## config.mk

```make
export PLATFORM = sky130hd
export DESIGN_NAME = ex_mem_skid
export DESIGN_NICKNAME = d
export VERILOG_FILES = /design/src/rtl/ex_mem_skid.sv
export SDC_FILE = /design/constraint.sdc
export NUM_CORES = 1
export LEC_CHECK = 0
export CAP_MARGIN = 40
export CORE_MARGIN = 3
export CORE_UTILIZATION = 40
export DETAILED_ROUTE_END_ITERATION = 16
export HOLD_SLACK_MARGIN = 0.05
export PLACE_DENSITY = 0.86
export SETUP_SLACK_MARGIN = 0.05
export SLEW_MARGIN = 20
export SYNTH_ARGS = -nofsm -noshare
export SYNTH_HDL_FRONTEND = slang
export SYNTH_SLANG_ARGS = --single-unit
```

## constraint.sdc

```tcl
create_clock -name clk -period 4 [get_ports clk]
set_clock_uncertainty 0.15 [all_clocks]
set_input_delay 0.8 -clock clk [delete_from_list [all_inputs] [get_ports clk]]
set_output_delay 0.8 -clock clk [all_outputs]
set_load 0.01 [all_outputs]
```

## src/rtl/ex_mem_skid.sv

```systemverilog
// ex_mem_skid: EX->MEM pipeline register with an optional skid slot.
// Define EX_MEM_SKID_BUF_EN to add the skid register and a registered ex_ready_o.
module ex_mem_skid #(
  parameter int DATA_W = 32,
  parameter int ADDR_W = 5
) (
  input  logic              clk,
  input  logic              rst,
  input  logic              flush_i,
  input  logic              ex_valid_i,
  output logic              ex_ready_o,
  input  logic              write_reg_en_i,
  input  logic [ADDR_W-1:0] write_reg_addr_i,
  input  logic [DATA_W-1:0] write_reg_data_i,
  output logic              mem_valid_o,
  input  logic              mem_ready_i,
  output logic              mem_write_reg_en_o,
  output logic [ADDR_W-1:0] mem_write_reg_addr_o,
  output logic [DATA_W-1:0] mem_write_reg_data_o,
  output logic [1:0]        count_o
);

  typedef struct packed {
    logic              en;
    logic [ADDR_W-1:0] addr;
    logic [DATA_W-1:0] data;
  } ent_t;

  ent_t in_ent;
  ent_t out_q;
  ent_t out_n;
  logic out_v;
  logic out_v_n;
  logic in_xfer;
  logic out_xfer;

  assign in_ent   = '{en:   write_reg_en_i,
                      addr: write_reg_addr_i,
                      data: write_reg_data_i};
  assign in_xfer  = ex_valid_i & ex_ready_o;
  assign out_xfer = out_v & mem_ready_i;

`ifdef EX_MEM_SKID_BUF_EN
  ent_t skid_q;
  ent_t skid_n;
  logic skid_v;
  logic skid_v_n;
  logic rdy_q;

  // While skid is full ex_ready_o is low, so no input can arrive then.
  always_comb begin
    out_n    = out_q;
    out_v_n  = out_v;
    skid_n   = skid_q;
    skid_v_n = skid_v;
    if (flush_i) begin
      out_v_n  = 1'b0;
      skid_v_n = 1'b0;
    end else if (skid_v) begin
      if (out_xfer) begin
        out_n    = skid_q;
        skid_v_n = 1'b0;
      end
    end else if (!out_v || out_xfer) begin
      out_v_n = in_xfer;
      if (in_xfer) out_n = in_ent;
    end else if (in_xfer) begin
      skid_n   = in_ent;
      skid_v_n = 1'b1;
    end
  end

  always_ff @(posedge clk) begin
    if (rst) begin
      skid_q <= '0;
      skid_v <= 1'b0;
      rdy_q  <= 1'b1;
    end else begin
      skid_q <= skid_n;
      skid_v <= skid_v_n;
      rdy_q  <= ~skid_v_n;
    end
  end

  assign ex_ready_o = rdy_q;
  assign count_o    = {1'b0, out_v} + {1'b0, skid_v};
`else
  always_comb begin
    out_n   = out_q;
    out_v_n = out_v;
    if (flush_i) begin
      out_v_n = 1'b0;
    end else if (!out_v || out_xfer) begin
      out_v_n = in_xfer;
      if (in_xfer) out_n = in_ent;
    end
  end

  assign ex_ready_o = ~out_v | mem_ready_i;
  assign count_o    = {1'b0, out_v};
`endif

  always_ff @(posedge clk) begin
    if (rst) begin
      out_q <= '0;
      out_v <= 1'b0;
    end else begin
      out_q <= out_n;
      out_v <= out_v_n;
    end
  end

  // Data fields hold when OUT drains; only the enable is gated.
  assign mem_valid_o          = out_v;
  assign mem_write_reg_en_o   = out_q.en & out_v;
  assign mem_write_reg_addr_o = out_q.addr;
  assign mem_write_reg_data_o = out_q.data;

endmodule
```

==> results_tabular.tex <==
\begin{tabular}{lr}
\hline
Metric & Value \\
\hline
\multicolumn{2}{l}{\textbf{Timing}} \\
Slew of the pin with the lowest slew margin & 0.636 ns \\
Final setup violation count & 0 \\
Headroom to the max-slew limit & 0.576 \\
Minimum period implied by the final worst setup slack & 2.88 ns \\
Sum of negative setup slack & 0 ns \\
Setup repair after global routing missed its margin & false \\
Maximum achievable frequency & 347 MHz \\
Pins over their slew limit & 0 \\
Share of the clock period used by the worst path after layout & 0.721 \\
Count of endpoints failing hold in the final timing report & 0 \\
\multicolumn{2}{l}{\textbf{Route}} \\
Antenna-violating nets left & 0 \\
Iter 0 DRT Violations & 32 \\
Number of iterations in the first detailed-routing pass & 4 \\
Total Wirelength & 3800 um \\
Via count normalized by instance count & 4.31 \\
Drt wl/cell & 11.9 um \\
DRC violation count after routing & 0 \\
Total via count in the routed design & 1379 \\
\multicolumn{2}{l}{\textbf{Floorplanning}} \\
Core area & 4850 um\^{}2 \\
Ports & 85 \\
Initial standard-cell utilization of the core & 0.426 \\
DIE WIDTH & 77.9 um \\
Height of the chip & 77.9 um \\
Full die area & 6070 um\^{}2 \\
Number of standard-cell rows in the floorplan & 25 \\
\multicolumn{2}{l}{\textbf{Run}} \\
Number of max-capacitance violations reported & 0 \\
\multicolumn{2}{l}{\textbf{Run status}} \\
Run status & complete, no violations \\
\multicolumn{2}{l}{\textbf{Logic synthesis}} \\
\#FFs+latches synth & 39 \\
Proportion of synthesized flip-flops having asynchronous set or reset & 0 \\
Dominant cell by count in the synthesized netlist & sky130\_fd\_sc\_hd\_\_nand2b\_1 \\
Synthesized net count & 254 \\
Number of instances in the synthesized netlist & 211 \\
Area share of the largest cell type after synthesis & 0.378 \\
Synth top area cells & sky130\_fd\_sc\_hd\_\_dfxtp\_1 38\%, sky130\_fd\_sc\_hd\_\_nand2b\_1 23\%, sky130\_fd\_sc\_hd\_\_mux2i\_1 18\% \\
Summed instance area of the synthesized netlist & 2070 um\^{}2 \\
Post-synth EDFFs & 0 \\
Per-instance average area after synthesis & 9.80 um\^{}2 \\
Distinct cells, synth & 14 \\
Area leader, netlist & sky130\_fd\_sc\_hd\_\_dfxtp\_1 \\
Portion of the post-synthesis area used by sequential elements & 0.378 \\
Synthesis Warnings & 0 \\
Predominant post-synthesis flop cell & sky130\_fd\_sc\_hd\_\_dfxtp\_1 \\
Leading post-synthesis cells by instance count & 76 x sky130\_fd\_sc\_hd\_\_nand2b\_1, 40 x sky130\_fd\_sc\_hd\_\_buf\_4, 39 x sky130\_fd\_sc\_hd\_\_dfxtp\_1 \\
\multicolumn{2}{l}{\textbf{Hold path}} \\
Class of the tightest hold or removal check & reg2reg \\
\multicolumn{2}{l}{\textbf{Place}} \\
Routability congestion estimate from global placement & 0.654 \\
Standard cell area after detailed placement & 2640 um\^{}2 \\
Quantity of I/O buffers inserted on ports & 83 \\
Detailed Place HPWL & 2790 um \\
\multicolumn{2}{l}{\textbf{Cells and area}} \\
Combined area of the multi-input logic cells & 907 um\^{}2 \\
Diode count & 0 \\
Synth-to-layout area growth & 32.0\% \\
Share of layout cells above drive strength 1 & 0.0514 \\
Net total in the final layout & 295 \\
Final-layout fill cell count & 445 \\
Final std cell area, no fill & 2730 um\^{}2 \\
Sequential cell area & 781 um\^{}2 \\
\multicolumn{2}{l}{\textbf{Power and ir drop}} \\
Part of the total power dissipated in combinational logic & 0.188 \\
Max IR drop VDD & 0.194 mV \\
Fraction of power spent switching nets & 0.251 \\
Net switching power of the design & 0.000213 W \\
Static Leakage & 0.990 nW \\
Proportion of power drawn by the clock network & 0.319 \\
Total power per unit cell area & 312 nW/um\^{}2 \\
Cell-internal power & 0.000637 W \\
Power share of the sequential group & 0.493 \\
\multicolumn{2}{l}{\textbf{Critical path}} \\
Data required, critical path & 3.05 ns \\
Critical path class & in2out \\
Startpoint class of the critical path & input pin \\
CP Data Arrival Time & 1.93 ns \\
Crit-path max FO & 3 \\
Kind of end point of the critical path & output port \\
\multicolumn{2}{l}{\textbf{Clocking}} \\
Number of CTS-inserted buffers & 5 \\
Count of hold buffers inserted by post-cts repair & 0 \\
Root Buffer & sky130\_fd\_sc\_hd\_\_clkbuf\_8 \\
Number of buffers inserted by post-CTS setup repair & 0 \\
Source-to-sink clock delay at the later pin of the worst-skew pair & 0.29 ns \\
Count of instances resized after the clock tree is built & 0 \\
CTS tree & yes \\
Clock slew seen by the registers of the worst setup and hold paths & 0.08 ns \\
Count of clock tree sinks & 39 \\
H-tree lvl count & 2 \\
Clock tree buffer depth & 2 \\
\multicolumn{2}{l}{\textbf{Global route}} \\
Sum of overflow across all layers after global routing & 0 \\
Number of global-route vias before repair & 1406 \\
Number of antenna violations at the first check in global routing & 0 \\
Overall fraction of global-route tracks in use & 0.128 \\
Global-route wire length before repair & 6210 um \\
Largest net degree at the start of global routing & 47 \\
\hline
\end{tabular}
## cell usage in the layout (no fill, tap or decap), drive strengths merged
cell type      instances
clkbuf                 5
inv                    2
and2                   1
clkdlybuf4s50         82
nand2b                76
nor2b                  1
mux2i                 38
dfxtp                 39
nor3b                  1
nor2                   1
conb                   1
nor3                   1
clkinvlp               2
buf                    3
## power groups by stage
stage          Combinational (W)  Clock (W)  Sequential, W
2_1_floorplan           0.000101          0       0.000425
3_3_place_gp            0.000156          0       0.000428
3_5_place_dp            0.000162          0       0.000428
4_1_cts                 0.000163   0.000284       0.000419
5_1_grt                 0.000172   0.000301       0.000422
6_report                0.000160   0.000272       0.000419
## metrics by stage
| stage | power, W | util | worst slack [ns] | instances | hold slack, ns |
|---|---|---|---|---|---|
| after floorplan | 0.000527 | - | 2.07 | 211 | 0.294 |
| after global placement | 0.000584 | 0.538 | 1.12 | 311 | 0.305 |
| after detailed placement | 0.000590 | 0.544 | 1.12 | 312 | 0.313 |
| after CTS | 0.000866 | 0.563 | 1.11 | 320 | 0.325 |
| after global routing | 0.000895 | 0.563 | 1.08 | 320 | 0.343 |
| final | 0.000851 | 0.563 | 1.12 | 320 | 0.320 |
## cells by family after synthesis
kind of cell | Yosys count | share of synthesized area
flip-flops | 39 | 0.378
other | 1 | 0.00181
AND/OR/NAND/NOR | 81 | 0.250
buffers and inverters | 52 | 0.186
multiplexers | 38 | 0.184
## worst paths after layout
path / cells after the start / startpoint / end / slack, ns
worst max-delay path: 4 / mem_ready_i / ex_ready_o / 1.12
worst max register to register: 4 / mem_valid_o / mem_write_reg_data_o[7] / 2.30
worst min-delay path: 2 / mem_write_reg_data_o[31] / mem_write_reg_data_o[31] / 0.32
worst min register to register: 2 / mem_write_reg_data_o[31] / mem_write_reg_data_o[31] / 0.32
## cell type report
cell class                 instances  area share
clock inverter                     3     0.00871
sequential                        39       0.286
inverter                           1     0.00138
tap                               67      0.0307
timing repair buffer              85       0.315
clock buffer                       5      0.0252
multi-input combinational        120       0.332
## worst max-delay path, cell delays in order
cell and delay [ns]:
sky130_fd_sc_hd__clkdlybuf4s50_1 0.50, sky130_fd_sc_hd__nor2b_4 0.06, sky130_fd_sc_hd__inv_1 0.05, sky130_fd_sc_hd__clkdlybuf4s50_1 0.52
## registers in the layout, summed over array words and instances (netlist names)
register and cells:
mem_write_reg_addr_o 5, out_q 1, mem_write_reg_data_o 32, mem_valid_o 1
## metal layers
| layer | GRT usage | share of wire |
|---|---|---|
| met5 | 0 | 0 |
| met4 | 0.0480 | 0.011 |
| met3 | 0.0696 | 0.10 |
| met1 | 0.136 | 0.42 |
| met2 | 0.212 | 0.46 |
Power figures use the tool's default switching activity.
